--- config.mk ---
export PLATFORM = sky130hd
export DESIGN_NAME = cpu_board_ctrl
export DESIGN_NICKNAME = d
export VERILOG_FILES = /design/src/rtl/cpu_board_ctrl_pkg.sv /design/src/rtl/cpu_board_ctrl_debounce.sv /design/src/rtl/cpu_board_ctrl.sv
export SDC_FILE = /design/constraint.sdc
export NUM_CORES = 1
export LEC_CHECK = 0
export ABC_AREA = 0
export BUFFER_PORTS_ARGS = -buffer_cell sky130_fd_sc_hd__clkbuf_2
export CAP_MARGIN = 40
export CORE_AREA = 2 2 121 123
export CTS_BUF_LIST = sky130_fd_sc_hd__clkbuf_8
export DETAILED_ROUTE_END_ITERATION = 12
export DIE_AREA = 0 0 123 125
export GPL_ROUTABILITY_DRIVEN = 0
export PLACE_DENSITY = 0.91
export REMOVE_ABC_BUFFERS = 1
export SYNTH_ARGS = -nofsm -noshare
export SYNTH_HDL_FRONTEND = slang
export SYNTH_HIERARCHICAL = 1
export SYNTH_SLANG_ARGS = --single-unit
--- constraint.sdc ---
create_clock -name clk -period 3.2 [get_ports clk]
set_clock_uncertainty 0.1 [all_clocks]
set_input_delay 0.16 -clock clk [delete_from_list [all_inputs] [get_ports clk]]
set_output_delay 0.16 -clock clk [all_outputs]
set_load 0.02 [all_outputs]
--- src/rtl/cpu_board_ctrl_pkg.sv ---
// cpu_board_ctrl_pkg: FSM states, cathode table and hex-to-7-segment decoder
package cpu_board_ctrl_pkg;
  typedef enum logic [1:0] {HALT = 2'd0, RUN = 2'd1, STEP = 2'd2} state_t;
  localparam logic [7:0] SEG_OFF = 8'hFF;
  localparam logic [127:0] HEX_TAB = {8'h8E, 8'h86, 8'hA1, 8'hC6, 8'h83, 8'h88, 8'h90, 8'h80,
                                      8'hF8, 8'h82, 8'h92, 8'h99, 8'hB0, 8'hA4, 8'hF9, 8'hC0};
  function automatic logic [7:0] hex7(input logic [3:0] n);
    return 8'(HEX_TAB >> {n, 3'b000});
  endfunction
endpackage

--- src/rtl/cpu_board_ctrl_debounce.sv ---
// btn_debounce: 2-FF synchroniser, consecutive-mismatch debouncer and rising-edge pulse
module btn_debounce #(
  parameter int DEBOUNCE_CYC = 500000
) (
  input  logic clk,
  input  logic rst,
  input  logic raw,
  output logic level,
  output logic pulse
);
  localparam int CW = $clog2(DEBOUNCE_CYC + 1);
  logic s1, s2, done;
  logic [CW-1:0] cnt;
  assign done = (s2 != level) && (cnt == CW'(DEBOUNCE_CYC - 1));
  always_ff @(posedge clk)
    if (rst) begin
      s1 <= 1'b0;
      s2 <= 1'b0;
      cnt <= '0;
      level <= 1'b0;
      pulse <= 1'b0;
    end else begin
      s1 <= raw;
      s2 <= s1;
      cnt <= (s2 != level && !done) ? cnt + 1'b1 : '0;
      level <= done ? s2 : level;
      pulse <= done && s2;
    end
endmodule

--- src/rtl/cpu_board_ctrl.sv ---
// cpu_board_ctrl: button-driven HALT/RUN/STEP clock enable, cycle counter and 7-segment scan
module cpu_board_ctrl
  import cpu_board_ctrl_pkg::*;
#(
  parameter int DIGITS = 8,
  parameter int NUM_SRC = 4,
  parameter int SEL_W = 3,
  parameter int DEBOUNCE_CYC = 500000,
  parameter int REFRESH_DIV = 50000,
  localparam int DATA_W = 4 * DIGITS
) (
  input  logic                      clk,
  input  logic                      rst,
  input  logic                      btn_run,
  input  logic                      btn_step,
  input  logic [SEL_W-1:0]          sw_sel,
  input  logic [NUM_SRC*DATA_W-1:0] disp_data,
  output logic                      cpu_ce,
  output logic                      halted,
  output logic [31:0]               ce_count,
  output logic [DIGITS-1:0]         seg_an,
  output logic [7:0]                seg_cat
);
  localparam int RW = REFRESH_DIV > 1 ? $clog2(REFRESH_DIV) : 1;
  localparam int DW = DIGITS > 1 ? $clog2(DIGITS) : 1;
  state_t state, state_n;
  logic run_p, step_p, ref_tc, dig_tc, unused_run_lvl, unused_step_lvl;
  logic [RW-1:0] ref_cnt;
  logic [DW-1:0] dig;
  logic [DATA_W-1:0] word, sel_word;
  logic [3:0] nib;
  btn_debounce #(.DEBOUNCE_CYC(DEBOUNCE_CYC)) u_run (
    .clk(clk), .rst(rst), .raw(btn_run), .level(unused_run_lvl), .pulse(run_p)
  );
  btn_debounce #(.DEBOUNCE_CYC(DEBOUNCE_CYC)) u_step (
    .clk(clk), .rst(rst), .raw(btn_step), .level(unused_step_lvl), .pulse(step_p)
  );
  always_ff @(posedge clk) state <= rst ? HALT : state_n;
  // run wins over step in HALT; STEP always lasts exactly one cycle
  always_comb begin
    state_n = state == RUN  ? (run_p ? HALT : RUN) :
              state == HALT ? (run_p ? RUN : step_p ? STEP : HALT) : HALT;
  end
  assign cpu_ce = state == RUN || state == STEP;
  assign halted = state == HALT;
  assign ref_tc = ref_cnt == RW'(REFRESH_DIV - 1);
  assign dig_tc = dig == DW'(DIGITS - 1);
  always_comb begin
    sel_word = DATA_W'(ce_count);
    for (int k = 0; k < NUM_SRC; k++)
      if (sw_sel == SEL_W'(k)) sel_word = disp_data[k*DATA_W +: DATA_W];
  end
  assign nib = 4'(word >> {dig, 2'b00});
  // the word is only reloaded on the digit wrap so one scan never mixes two words
  always_ff @(posedge clk)
    if (rst) begin
      ce_count <= '0;
      ref_cnt <= '0;
      dig <= '0;
      word <= '0;
      seg_an <= '1;
      seg_cat <= SEG_OFF;
    end else begin
      if (cpu_ce) ce_count <= ce_count + 32'd1;
      ref_cnt <= ref_tc ? '0 : ref_cnt + 1'b1;
      if (ref_tc) dig <= dig_tc ? '0 : dig + 1'b1;
      if (ref_tc && dig_tc) word <= sel_word;
      seg_an <= ~(DIGITS'(1) << dig);
      seg_cat <= hex7(nib) & {~(dig == '0 && halted), 7'h7F};
    end
endmodule

==> metrics.csv <==
metric;value;unit
post-synthesis sequential area ratio;38.3;%
Setup TNS;0;ns
delay of the slowest critical-path stage;0.65;ns
R2R Setup Slk;0.47;ns
Post-synth ARST share;0;%
Worst setup startpoint;dig[0]$_SDFFE_PP0N_;
Synth Flop Type;dfxtp_1;
end-of-flow core utilization;64.2;%
R2R cell count;7;
most area-hungry cell type in the Yosys netlist;dfxtp_1;
CTS H-tree lvls;4;
Required @ worst endpoint;3.45;ns
most numerous cell in the Yosys netlist;dfxtp_1;
f_max;366;MHz
Worst-path clk slew;0.10;ns
r2r endpoint;seg_cat[0]$_SDFF_PP1_;
layout cell share with drive strength beyond 1;30.7;%
fin cells;1141;
drt pass-1 iters;5;
TritonCTS Sinks;147;
first-pass GRT wire length;30.5;mm
Slowest-stage cell, CP;mux4_1;
Power Density;392;mW/mm2
Reg-to-Reg Start;dig[0]$_SDFFE_PP0N_;
worst setup path endpoint;seg_cat[0]$_SDFF_PP1_;
Die H;125;um
Syn-to-layout area delta;18.8;%
Row Count;44;
RSZ-0062 raised after global routing;no;
initial core utilization;54.1;%
Layout fillers;1131;
I/O pin cnt;185;
largest net degree at the start of global routing;65;
Via-to-Cell Ratio;5.69;
cell internal pwr;2.65;mW
Synth Area in Compound Gates;6.50;%
initial antenna violation count;0;
wire per inst;16.2;um
post-placement cell count;1107;
clock tree buffer depth;2;
mux cell area share after synthesis;17.9;%
port bufs;184;
Die Area;0.0154;mm2
Seq pwr share;51.6;%
Synth warnings;6;
Min Hold Slack;0.0920;ns
Switch Pwr;929;uW
CTS tree;built;
Max IR drop VDD;262;uV
Hold Crit Class;input port to flop;
DRC Markers;0;
worst slew pin tran;0.842;ns
Mean Syn Cell Area;9.98;um2
Yosys reg bits;147;
total CTS buffers;17;
crit path cell chain;mux4_1 > mux2i_4 > inv_1 > ha_1 > a2111oi_0 > a31o_1 > a221oi_2;
total grt overflow;0;
vias;6488;
worst-path fanout max;8;
Core ar.;0.0142;mm2
Post-Synth XOR/XNOR Area;8.21;%
Final period util;85.4;%
Synth area leaders;dfxtp_1, mux4_2, nor2_1;
Final nets;1097;
cells after synthesis;770;
Crit Path Class;flop to flop;
Antenna diodes;0;
die width;123;um
Routed WL;18.5;mm
leakage;3.63;nW
Synth top cells by count;dfxtp_1, nor2_1, xnor2_1, nand2_1, mux2i_1;
Max Cap Viol;0;
vias in the first global route;6332;
CP delay by family, top;multiplexers;
GRT Total Usage;25.0;%
slew margin rel.;43.8;%
largest family of logic cells by synthesized area;simple AND/OR/NAND/NOR gates;
worst endpoint data arrival time;2.98;ns
worst skew pair latency;0.47;ns
Synth Area in Adders;2.93;%
post-route ant nets;0;
share of the synthesized area in the top cell type;38.3;%
hpwl dp;14.2;mm
Post-synth EDFFs;0;
Stages on worst setup path;7;
Critical Path Source Type;flop;
post-synthesis cell area;0.00768;mm2
Root Driver;clkbuf_8;
fin crit period;2.73;ns
crit path buf inv count;1;
Max Slew Vio Count;0;
Critical Path Sink Type;flop;
simple-gate share of the synthesized area;22.6;%
status;complete, no violations;
Sw Share;26.0;%
Yosys cell types;65;
count of final setup violators;0;
final hold vios;0;
Comb pwr share;8.0;%
Iter 0 DRT Violations;415;
Clock power frac;40.3;%
-- power by group through the flow --
| stage | Sequential (mW) | Clock (mW) | Combinational [mW] |
|---|---|---|---|
| floorplan | 1.89 | 0 | 0.117 |
| global placement | 1.89 | 0 | 0.277 |
| detailed placement | 1.89 | 0 | 0.287 |
| CTS | 1.85 | 1.47 | 0.290 |
| global route | 1.85 | 1.54 | 0.311 |
| finish | 1.85 | 1.44 | 0.288 |
-- final cells by class --
cell class / count / area, um2 / area share [%]
Clock inverter: 15 / 155 / 1.70
Inverter: 21 / 78.8 / 0.864
Timing Repair Buffer: 191 / 1010 / 11.1
Tap cell: 184 / 230 / 2.52
Sequential cell: 147 / 2940 / 32.3
Multi-Input combinational cell: 566 / 4470 / 49.0
Clock buffer: 17 / 234 / 2.56
-- worst reg2reg max path, cell delays in order (launching register included) --
cell,delay (ns)
dfxtp_1,0.53
mux4_1,0.65
mux2i_4,0.29
inv_1,0.11
ha_1,0.26
a2111oi_0,0.46
a31o_1,0.18
a221oi_2,0.04
-- how the worst min path moves through the flow --
stage	start	to	slack (ns)	depth (start not counted)
after floorplan	rst	ce_count[15]$_SDFFE_PP0P_	0.13	1
after CTS	rst	ce_count[0]$_SDFFE_PP0P_	0.07	2
after detailed placement	btn_run	u_run/s1$_SDFF_PP0_	0.28	2
after global routing	rst	ce_count[0]$_SDFFE_PP0P_	0.12	2
final	rst	ce_count[2]$_SDFFE_PP0P_	0.09	2
after global placement	btn_run	u_run/s1$_SDFF_PP0_	0.27	2
-- cell families (layout without fill, tap and decap cells) --
family	count (synthesis)	in the layout
AO/OA/AOI/OAI	69	69
XOR/XNOR	72	72
adder cells (fa/ha/maj)	18	18
buffers and inverters	57	244
flip-flops	147	147
multiplexers	86	86
AND/OR/NAND/NOR	321	321
-- per-layer routing --
layer / share of wire (%) / vias to the layer above / GRT usage [%]
met5: 0 / - / 0
met4: 2.9 / 0 / 10.6
met3: 5.6 / 36 / 4.74
met2: 50 / 231 / 40.8
met1: 42 / 3091 / 32.3
li1: - / 3130 / -
-- cell usage in the layout (no fill, tap or decap), drive strengths merged, types with 4 or more instances in the layout --
| cell type | count |
|---|---|
| and4 | 5 |
| and3 | 22 |
| mux2i | 41 |
| and2 | 4 |
| and4b | 4 |
| nand2 | 43 |
| mux2 | 7 |
| nor4b | 9 |
| nand3 | 33 |
| nor4 | 14 |
| clkbuf | 200 |
| nand4 | 20 |
| nor2 | 131 |
| xor2 | 22 |
| inv | 31 |
| buf | 6 |
| nor3 | 17 |
| a211oi | 32 |
| a21oi | 13 |
| nor2b | 6 |
| dfxtp | 147 |
| xnor2 | 50 |
| mux4 | 38 |
| ha | 18 |
| o21ai | 9 |
| or3 | 4 |
-- flip-flops by register name, indices dropped and copies added (netlist names) --
register,cells
u_step/s2,1
u_step/pulse,1
seg_an,8
u_run/pulse,1
u_step/cnt,19
u_run/s2,1
state,2
u_step/s1,1
dig,3
u_run/cnt,19
ce_count,32
u_step/level,1
u_run/level,1
ref_cnt,16
word,32
seg_cat,8
u_run/s1,1
-- stage by stage --
step | setup slack (ns) | power, mW | area (um2)
floorplan | 0.320 | 2.01 | 7490
global placement | 0.653 | 2.17 | 8690
detailed placement | 0.539 | 2.18 | 8720
CTS | 0.499 | 3.60 | 9130
global route | 0.327 | 3.69 | 9130
finish | 0.466 | 3.58 | 9130
-- timing repair --
item / CTS / global route
endpoints found under the hold margin: 2 / 0
hold buffers: 2 / 0
setup buffers: 0 / 0
resized for setup: 0 / 0
No activity file was read; power rests on OpenSTA's default activity.
